## config.mk

```make
export PLATFORM = sky130hd
export DESIGN_NAME = decode_stage
export DESIGN_NICKNAME = d
export VERILOG_FILES = /design/src/rtl/decode_stage.sv
export SDC_FILE = /design/constraint.sdc
export NUM_CORES = 1
export LEC_CHECK = 0
export ABC_AREA = 0
export CAP_MARGIN = 15
export CORE_UTILIZATION = 45
export CTS_BUF_LIST = sky130_fd_sc_hd__clkbuf_16
export CTS_CLUSTER_DIAMETER = 120
export DETAILED_ROUTE_END_ITERATION = 10
export HOLD_SLACK_MARGIN = 0.06
export MAX_ROUTING_LAYER = met4
export PLACE_DENSITY = 0.93
export SYNTH_ARGS = -nofsm -noshare
export SYNTH_HDL_FRONTEND = slang
export SYNTH_SLANG_ARGS = --single-unit
export TNS_END_PERCENT = 5
```

## constraint.sdc

```tcl
create_clock -name clk -period 5.1 [get_ports clk]
set_input_delay 1.02 -clock clk [delete_from_list [all_inputs] [get_ports clk]]
set_output_delay 1.02 -clock clk [all_outputs]
set_load 0.02 [all_outputs]
```

## src/rtl/decode_stage.sv

```systemverilog
// -----------------------------------------------------------------------------
// decode_stage
// Registered, handshaked decode stage for the MIPS subset
// LW SW J JAL JR BEQ BNE XORI ADDI ADD SUB SLT, sitting between fetch and
// execute. Each accepted instruction becomes a registered control bundle one
// cycle later. A load-use hazard against the previous LW inserts a single
// bubble bundle, and flush kills whatever bundle is currently held.
//
// State table
//   RUN    | no load outstanding, instructions pass straight through
//   SHADOW | last loaded bundle was an LW with rt!=0; load_dst_q holds its rt
//
// Ports
//   clk, reset_n            clock (rising edge), async active-low reset
//   in_valid/in_ready       fetch-side handshake
//   in_instr, in_pc         instruction word and its PC
//   flush                   drop the held bundle, accept nothing this cycle
//   out_valid/out_ready     execute-side handshake
//   out_pc ... illegal      registered control bundle
//   stall_count             saturating count of inserted bubbles
// -----------------------------------------------------------------------------
module decode_stage #(
    parameter int DATA_W      = 32,
    parameter int PC_W        = 32,
    parameter int REG_ADDR_W  = 5,
    parameter int STALL_CNT_W = 16
) (
    input  logic                   clk,
    input  logic                   reset_n,
    input  logic                   in_valid,
    output logic                   in_ready,
    input  logic [31:0]            in_instr,
    input  logic [PC_W-1:0]        in_pc,
    input  logic                   flush,
    output logic                   out_valid,
    input  logic                   out_ready,
    output logic [PC_W-1:0]        out_pc,
    output logic [2:0]             alu_op,
    output logic                   alu_src_imm,
    output logic [DATA_W-1:0]      imm,
    output logic [REG_ADDR_W-1:0]  rs,
    output logic [REG_ADDR_W-1:0]  rt,
    output logic [REG_ADDR_W-1:0]  dst_reg,
    output logic                   reg_write,
    output logic                   mem_write,
    output logic                   mem_to_reg,
    output logic                   jump,
    output logic                   jump_link,
    output logic                   jump_reg,
    output logic                   branch_eq,
    output logic                   branch_ne,
    output logic                   bubble,
    output logic                   illegal,
    output logic [STALL_CNT_W-1:0] stall_count
);

    localparam logic [5:0] OP_RTYPE = 6'h00;
    localparam logic [5:0] OP_J     = 6'h02;
    localparam logic [5:0] OP_JAL   = 6'h03;
    localparam logic [5:0] OP_BEQ   = 6'h04;
    localparam logic [5:0] OP_BNE   = 6'h05;
    localparam logic [5:0] OP_ADDI  = 6'h08;
    localparam logic [5:0] OP_XORI  = 6'h0E;
    localparam logic [5:0] OP_LW    = 6'h23;
    localparam logic [5:0] OP_SW    = 6'h2B;
    localparam logic [5:0] FN_JR    = 6'h08;
    localparam logic [5:0] FN_ADD   = 6'h20;
    localparam logic [5:0] FN_SUB   = 6'h22;
    localparam logic [5:0] FN_SLT   = 6'h2A;

    typedef enum logic {RUN = 1'b0, SHADOW = 1'b1} state_t;

    typedef struct packed {
        logic [PC_W-1:0]       pc;
        logic [2:0]            alu_op;
        logic                  src_imm;
        logic [DATA_W-1:0]     imm;
        logic [REG_ADDR_W-1:0] rs;
        logic [REG_ADDR_W-1:0] rt;
        logic [REG_ADDR_W-1:0] dst;
        logic                  rw;
        logic                  mw;
        logic                  m2r;
        logic                  j;
        logic                  jl;
        logic                  jr;
        logic                  beq;
        logic                  bne;
        logic                  bub;
        logic                  ill;
    } bundle_t;

    state_t                 state_q, state_d;
    logic [4:0]             load_dst_q, load_dst_d;
    logic                   valid_q, valid_d;
    bundle_t                bundle_q, bundle_d, dec;
    logic [STALL_CNT_W-1:0] stall_q, stall_d;

    logic [5:0]  op, fn;
    logic [4:0]  f_rs, f_rt, f_rd;
    logic [15:0] f_imm;
    logic        uses_rs, uses_rt, hazard, stage_free;

    assign op    = in_instr[31:26];
    assign f_rs  = in_instr[25:21];
    assign f_rt  = in_instr[20:16];
    assign f_rd  = in_instr[15:11];
    assign fn    = in_instr[5:0];
    assign f_imm = in_instr[15:0];

    always_comb begin
        dec     = '0;
        dec.pc  = in_pc;
        dec.rs  = REG_ADDR_W'(f_rs);
        dec.rt  = REG_ADDR_W'(f_rt);
        dec.imm = DATA_W'(signed'(f_imm));
        case (op)
            OP_LW:   begin dec.src_imm = 1'b1; dec.rw = 1'b1; dec.m2r = 1'b1; dec.dst = REG_ADDR_W'(f_rt); end
            OP_SW:   begin dec.src_imm = 1'b1; dec.mw = 1'b1; end
            OP_ADDI: begin dec.src_imm = 1'b1; dec.rw = 1'b1; dec.dst = REG_ADDR_W'(f_rt); end
            OP_XORI: begin
                dec.alu_op = 3'd2; dec.imm = DATA_W'(f_imm);
                dec.src_imm = 1'b1; dec.rw = 1'b1; dec.dst = REG_ADDR_W'(f_rt);
            end
            OP_BEQ:  begin dec.alu_op = 3'd1; dec.beq = 1'b1; end
            OP_BNE:  begin dec.alu_op = 3'd1; dec.bne = 1'b1; end
            OP_J:    dec.j = 1'b1;
            OP_JAL:  begin dec.j = 1'b1; dec.jl = 1'b1; dec.rw = 1'b1; dec.dst = REG_ADDR_W'(31); end
            OP_RTYPE: begin
                case (fn)
                    FN_JR:  begin dec.j = 1'b1; dec.jr = 1'b1; end
                    FN_ADD: begin dec.rw = 1'b1; dec.dst = REG_ADDR_W'(f_rd); end
                    FN_SUB: begin dec.alu_op = 3'd1; dec.rw = 1'b1; dec.dst = REG_ADDR_W'(f_rd); end
                    FN_SLT: begin dec.alu_op = 3'd3; dec.rw = 1'b1; dec.dst = REG_ADDR_W'(f_rd); end
                    default: dec.ill = 1'b1;
                endcase
            end
            default: dec.ill = 1'b1;
        endcase
    end

    // Jump targets overlay the rs/rt fields, so J/JAL never read registers.
    assign uses_rs    = (op != OP_J) && (op != OP_JAL);
    assign uses_rt    = (op == OP_RTYPE) || (op == OP_SW) || (op == OP_BEQ) || (op == OP_BNE);
    assign hazard     = (state_q == SHADOW) &&
                        ((uses_rs && (f_rs == load_dst_q)) || (uses_rt && (f_rt == load_dst_q)));
    assign stage_free = !valid_q || out_ready;
    assign in_ready   = stage_free && !flush && !hazard;

    always_comb begin
        state_d    = state_q;
        load_dst_d = load_dst_q;
        valid_d    = valid_q;
        bundle_d   = bundle_q;
        stall_d    = stall_q;
        if (flush) begin
            valid_d = 1'b0;
            state_d = RUN;
        end else if (stage_free) begin
            if (in_valid && hazard) begin
                valid_d      = 1'b1;
                bundle_d     = '0;
                bundle_d.bub = 1'b1;
                stall_d      = (&stall_q) ? stall_q : stall_q + STALL_CNT_W'(1);
                state_d      = RUN;
            end else if (in_valid) begin
                valid_d  = 1'b1;
                bundle_d = dec;
                // A load to $0 can never create a dependency.
                if ((op == OP_LW) && (f_rt != 5'd0)) begin
                    state_d    = SHADOW;
                    load_dst_d = f_rt;
                end else begin
                    state_d = RUN;
                end
            end else begin
                valid_d = 1'b0;
            end
        end
    end

    always_ff @(posedge clk or negedge reset_n) begin
        if (!reset_n) begin
            state_q    <= RUN;
            load_dst_q <= '0;
            valid_q    <= 1'b0;
            bundle_q   <= '0;
            stall_q    <= '0;
        end else begin
            state_q    <= state_d;
            load_dst_q <= load_dst_d;
            valid_q    <= valid_d;
            bundle_q   <= bundle_d;
            stall_q    <= stall_d;
        end
    end

    assign out_valid   = valid_q;
    assign out_pc      = bundle_q.pc;
    assign alu_op      = bundle_q.alu_op;
    assign alu_src_imm = bundle_q.src_imm;
    assign imm         = bundle_q.imm;
    assign rs          = bundle_q.rs;
    assign rt          = bundle_q.rt;
    assign dst_reg     = bundle_q.dst;
    assign reg_write   = bundle_q.rw;
    assign mem_write   = bundle_q.mw;
    assign mem_to_reg  = bundle_q.m2r;
    assign jump        = bundle_q.j;
    assign jump_link   = bundle_q.jl;
    assign jump_reg    = bundle_q.jr;
    assign branch_eq   = bundle_q.beq;
    assign branch_ne   = bundle_q.bne;
    assign bubble      = bundle_q.bub;
    assign illegal     = bundle_q.ill;
    assign stall_count = stall_q;

endmodule

```

==> metrics.md, run 1 <==
| Metric | Value |
|---|---|
| Crit path max fanout | 9 |
| Pre-CTS setup slack | 0.853 ns |
| Max IR drop VDD | 172 uV |
| DRC violations left | 0 |
| Drt first pass iters | 4 |
| Sequential cell area fraction in the yosys report | 56.8% |
| CP Data Arrival Time | ~3.3 ns |
| LEAKAGE | 2.76 nW |
| Initial Utilization | 47.0% |
| Syn_nets | 433 |
| Post-synthesis sequential element count | 100 |
| 1st-iter DRT viols | 182 |
| CP Capture Type | output port |
| RSZ-0062 raised after global routing | false |
| Status | completed |
| Hold Path Class | register to register |
| Max-cap violations | 0 |
| Post-DP HPWL | 8560 um |
| Clk sinks | 100 |
| Global-route usage over all layers | 24.6% |
| Placeable core area | 0.00937 mm^2 |
| Asr flop ratio synth | 100% |
| # Post-CTS Setup Buffers | 0 |
| FMAX | between 200 and 250 MHz |
| Die area | 0.0102 mm^2 |
| Slew Limit Fails | 0 |
| CP startpoint kind | input port |
| Routed wire length | 11900 um |
| Synthesized cell area | 0.00440 mm^2 |
| Yosys warning total | 0 |
| Syn avg cell area | 12.1 um^2 |
| First-pass GRT wire length | 18600 um |
| Number of vias per cell | 5.49 |
| Ys flop type | dfrtp_1 |
| H-Tree Depth | 3 |
| Clk pin slew, worst setup/hold paths | approximately 0.070 ns |
| Setup TNS | 0 ns |
| WL/cell | 18.3 um |
| CTS Root Cell | clkbuf_16 |
| Clk_skew | 0.0102 ns |
| Hold path start | alu_op[0] |
| Top cell type's share of synthesized area | 56.8% |
| Port Buf Inserts | 178 |
| R2R depth | 6 |
| Synth area leader | dfrtp_1 |
| Die width | 101 um |
| Syn Inst Count | 363 |
| Vias in the first global route | around 3600 |
| Final worst-path cycle share | ~84% |
| Total CTS buffers | 9 |
| Die height | 101 um |
| Rel. slew slack | 51.7% |
| I/O pin cnt | 180 |
| Placer Congestion | 0.845 |
| Row count | 35 |
| DR vias | 3577 |
| Synth unique cells | 50 |
| TritonCTS clock tree | done |
| Congestion Overflow GR | 0 |
| Worst-Skew Late Latency | 0.34 ns |
| Largest net degree at the start of global routing | 69 |
| Worst r2r src | out_valid |
| Max reg flops | 32 |
| Worst Tran Pin Value | 0.725 ns |
| Initial antenna violation count | 0 |
| Number of diodes | 0 |
| Cell depth of the worst hold path | 2 |
| CP Class | input port to output port |
| Share of cells above drive strength 1 | 6.13% |
| Min Tclk post-route | between 4 and 5 ns |
| Hold path endpoint | alu_op[0] |
| Final Hold Fails | 0 |
| Worst R2R End | load_dst_q[3] |
| Final setup fails | 0 |
| Hold WS | 0.475 ns |
| EDFF count, synth | 0 |
| CTS resizes | 0 |
| Detail Route Antenna Nets | 0 |
| Area growth from synthesis to layout | 47.2% |
| Worst reg2reg setup slack | between 2 and 3 ns |
| Fin worst setup slack | 0.816 ns |
| Data required time of the worst path | roughly 4 ns |
| Pwr Density | 340 mW/mm^2 |
| Synth top area cells | dfrtp_1, a22o_1, xnor2_1, buf_4, nand2_1 |
| Nets | a little under 600 |
| CTS Buffer Depth | 2 |
| Hold-fix buffers, CTS | 0 |
## Yosys cell counts (4+ instances only)
master	count
dfrtp_1	100
a22o_1	61
nand2_1	27
xnor2_1	19
buf_4	18
nand3_1	11
clkbuf_1	10
nor2_1	9
o21ai_0	9
and3_1	8
nand4_1	8
buf_2	7
xor2_1	6
a221oi_1	5
inv_1	5
mux2_1	5
nor3_1	5
nor2b_1	4
## layout by cell type (no fill, tap or decap), types with 3 or more instances in the layout
master and instances:
a21oi_1 3, a221oi_1 5, a22o_1 61, a32o_1 3, and2_1 3, and3_1 8
and4_1 3, buf_4 5, bufinv_16 3, clkbuf_16 9, clkdlybuf4s50_1 177, dfrtp_1 100
inv_1 5, mux2_1 5, nand2_1 27, nand3_1 10, nand4_1 8, nor2_1 9
nor2b_1 4, nor3_1 5, o21ai_0 9, o21ai_1 3, xnor2_1 19, xor2_1 6
## through the flow
step | power [mW] | util, % | instance area (um^2) | instances
2_1_floorplan | 1.19 | - | 4400 | 363
3_3_place_gp | 1.45 | 65.7 | 6160 | 637
3_5_place_dp | 1.47 | 65.7 | 6160 | 637
4_1_cts | 2.22 | 69.2 | 6480 | 651
5_1_grt | 2.29 | 69.2 | 6480 | 651
6_report | 2.21 | 69.2 | 6480 | 651
## worst max path at each step
stage,cells after the start,end,slack (ns),start
finish,7,in_ready,0.82,in_instr[29]
global route,7,in_ready,0.72,in_instr[29]
CTS,7,in_ready,0.84,in_instr[29]
detailed placement,7,in_ready,0.85,in_instr[29]
global placement,7,in_ready,0.89,in_instr[29]
floorplan,7,in_ready,1.60,in_instr[29]
## cell type report
class	count	area, um^2
fill	731	2890
sequential	100	2500
inverter	5	18.8
tap	129	161
multi-input combinational	221	1670
clock inverter	5	103
clock buffer	9	225
timing repair buffer	182	1810
## kinds of logic (layout without fill, tap and decap cells)
kind of cell               after synthesis  after routing  share of synthesized area, %
buffers and inverters                   42            201                          5.65
AOI/OAI and AO/OA                       95             95                          18.6
DFF                                    100            100                          56.8
adders and majority gates                1              1                         0.284
and+or+nand+nor                         94             94                          12.3
xor gates and xnor gates                25             25                          4.97
muxes                                    5              5                          1.28
other                                    1              1                        0.0851
## routing by layer
metal,share of wire [%],global-route usage [%],vias to the layer above
met5,0,-,-
met4,1.3,7.92,0
met3,5.9,4.09,18
met2,50,40.6,137
met1,43,30.9,1788
li1,-,-,1634
## report_power, final
| group | switching (mW) | total [mW] | internal [mW] |
|---|---|---|---|
| clock | 0.282 | 0.755 | 0.473 |
| combinational | 0.255 | 0.527 | 0.272 |
| sequential | 0.0513 | 0.923 | 0.872 |
| total | 0.588 | 2.21 | 1.62 |
## critical path, stage by stage
cell and delay, ns:
clkdlybuf4s50_1 0.60, nor4_4 0.47, nand2_2 0.12, nand4_2 0.14, o31ai_4 0.09, nor3_1 0.19, clkdlybuf4s50_1 0.64
Note: power is estimated with default switching activity, not from simulation.
==> inputs of run 2 (changes only) <==
--- a/config.mk
+++ b/config.mk
@@ -7,13 +7,13 @@
 export LEC_CHECK = 0
 export ABC_AREA = 0
 export CAP_MARGIN = 15
-export CORE_UTILIZATION = 45
+export CORE_UTILIZATION = 43
 export CTS_BUF_LIST = sky130_fd_sc_hd__clkbuf_16
 export CTS_CLUSTER_DIAMETER = 120
 export DETAILED_ROUTE_END_ITERATION = 10
 export HOLD_SLACK_MARGIN = 0.06
 export MAX_ROUTING_LAYER = met4
-export PLACE_DENSITY = 0.93
+export PLACE_DENSITY = 0.9
 export SYNTH_ARGS = -nofsm -noshare
 export SYNTH_HDL_FRONTEND = slang
 export SYNTH_SLANG_ARGS = --single-unit
==> constraint.sdc (replaced) <==
create_clock -name clk -period 4.15 [get_ports clk]
set_input_delay 0.83 -clock clk [delete_from_list [all_inputs] [get_ports clk]]
set_output_delay 0.83 -clock clk [all_outputs]
set_load 0.02 [all_outputs]
==> metrics.md, run 2 (synthesis gave the netlist of run 1 again) <==
| Metric | Value |
|---|---|
| Status | completed |
| Max reg flops | 32 (unchanged) |
| FMAX | between 200 and 300 MHz |
| Detail Route Antenna Nets | 0 (unchanged) |
| Clk pin slew, worst setup/hold paths | 0.07 ns (about the same) |
| Die width | 103 um (+2.3%) |
| Final setup fails | 0 (unchanged) |
| H-Tree Depth | 3 (unchanged) |
| Initial antenna violation count | 0 (unchanged) |
| Worst Tran Pin Value | 0.677 ns (-0.0478 ns) |
| Most common cell after layout, fill and taps aside | clkdlybuf4s50_1 |
| Placer Congestion | 0.964 (+14%) |
| Nets | 592 (+0.51%) |
| CP startpoint kind | input port |
| Register area | 0.00250 mm^2 (unchanged) |
| Vias in the first global route | 3424 (-4.7%) |
| Max IR drop VDD | 185 uV (+7.9%) |
| Crit path max fanout | 7 (-2) |
| Hold Path Class | register to register |
| Congestion Overflow GR | 0 (unchanged) |
| Rel. slew slack | 54.9% (+3.2 points) |
| Number of vias per cell | 5.41 (-1.6%) |
| Share of cells above drive strength 1 | 6.64% (+0.51 points) |
| Largest net degree at the start of global routing | 56 (-19%) |
| Hold path start | jump_reg |
| RSZ-0062 raised after global routing | false |
| Row count | 36 (+2.9%) |
| 1st-iter DRT viols | 210 (+15%) |
| Cell depth of the worst hold path | 2 (unchanged) |
| First-pass GRT wire length | 17800 um (-4.7%) |
| CP Capture Type | output port |
| Multi-input gate area | 0.00167 mm^2 (unchanged) |
| Worst-Skew Late Latency | 0.33 ns (about the same) |
| LEAKAGE | 2.74 nW (-0.45%) |
| Hold path endpoint | jump_reg |
| WL/cell | 17.9 um (-2.0%) |
| I/O pin cnt | 180 (unchanged) |
| Initial Utilization | 44.6% (-2.3 points) |
| Data required time of the worst path | 3.32 ns (-0.76 ns) |
| CP Data Arrival Time | 2.97 ns (-0.29 ns) |
| Die area | 0.0107 mm^2 (+4.6%) |
| Hold-fix buffers, CTS | 0 (unchanged) |
| Drt first pass iters | 4 (unchanged) |
| # Post-CTS Setup Buffers | 0 (unchanged) |
| Port Buf Inserts | 178 (unchanged) |
| Clk sinks | 100 (unchanged) |
| Clk_skew | 0.00865 ns (-0.00153 ns) |
| Min Tclk post-route | 3.80 ns |
| DR vias | 3568 (-0.25%) |
| R2R depth | 7 (+1) |
| CTS resizes | 0 (unchanged) |
| Max-cap violations | 0 (unchanged) |
| Area growth from synthesis to layout | 46.6% |
| CP startpoint | in_instr[28] |
| Placeable core area | 0.00986 mm^2 (+5.3%) |
| Pwr Density | 394 mW/mm^2 (+16%) |
| Die height | 103 um (+2.3%) |
| Slew Limit Fails | 0 (unchanged) |
| Global-route usage over all layers | 22.6% (-2.0 points) |
| Worst R2R End | dst_reg[1] |
| TritonCTS clock tree | done |
| Final Hold Fails | 0 (unchanged) |
| CTS Root Cell | clkbuf_16 |
| CP Class | input port to output port |
| Total CTS buffers | 9 (unchanged) |
| CTS Buffer Depth | 2 (unchanged) |
| Commonest cells after routing, fill and taps aside | clkdlybuf4s50_1, dfrtp_1, a22o_1 |
| Final Core Density | 65.4% (-3.8 points) |
| Routed wire length | 11800 um (-0.69%) |
| Number of diodes | 0 (unchanged) |
| Setup TNS | 0 ns (unchanged) |
| Fill cells | 753 (+3.0%) |
| Post-DP HPWL | 8660 um (+1.2%) |
| DRC violations left | 0 (unchanged) |
| Worst r2r src | load_dst_q[3] |
| Final worst-path cycle share | around 90% |
| Worst reg2reg setup slack | 1.92 ns (-0.78 ns) |
## run 2: worst max-delay path by stage
stage,end,cells past startpoint
after global routing,in_ready,7
after floorplan,in_ready,7
after CTS,in_ready,7
after global placement,in_ready,7
after detailed placement,in_ready,7
final,in_ready,7
## run 2: routing by layer
metal	vias to the layer above	part of all wire, %	routed length [um]	global-route usage (%)
li1	1647	-	-	-
met1	1779	44	5180	29.1
met2	132	50	5860	36.7
met3	10	5.7	677	4.23
met4	0	0.82	97	6.39
met5	-	0	0	-
## run 2: per-stage QoR
stage | cell area [um^2] | power, mW | cells | hold slack [ns] | setup slack [ns]
after detailed placement | 6180 | 1.81 | 644 | 0.474 | 0.374
after CTS | 6450 | 2.57 | 660 | 0.489 | 0.344
after global placement | 6180 | 1.79 | 644 | 0.457 | 0.392
after global routing | 6450 | 2.65 | 660 | 0.513 | 0.202
after floorplan | 4400 | 1.47 | 363 | 0.522 | 1.03
final | 6450 | 2.54 | 660 | 0.483 | 0.352
## run 2: area by class of cell
| class | instances | area share (%) |
|---|---|---|
| Multi-Input combinational cell | 221 | 25.8 |
| Clock inverter | 7 | 0.698 |
| Clock buffer | 9 | 3.49 |
| Tap cell | 133 | 2.58 |
| Inverter | 5 | 0.291 |
| Sequential cell | 100 | 38.8 |
| Timing Repair Buffer | 185 | 28.4 |
## run 2: power by group
part / leakage [nW] / switching, mW / internal, mW
clock network: 0.132 / 0.352 / 0.403
registers: 1.29 / 0.0660 / 1.07
logic: 1.32 / 0.315 / 0.336
## run 2: critical path, cell delays in order
cell,delay (ns)
clkdlybuf4s50_1,0.56
nor4_4,0.41
nand2_2,0.10
nand4_2,0.14
o31ai_4,0.09
nor3_1,0.19
clkdlybuf4s50_1,0.63
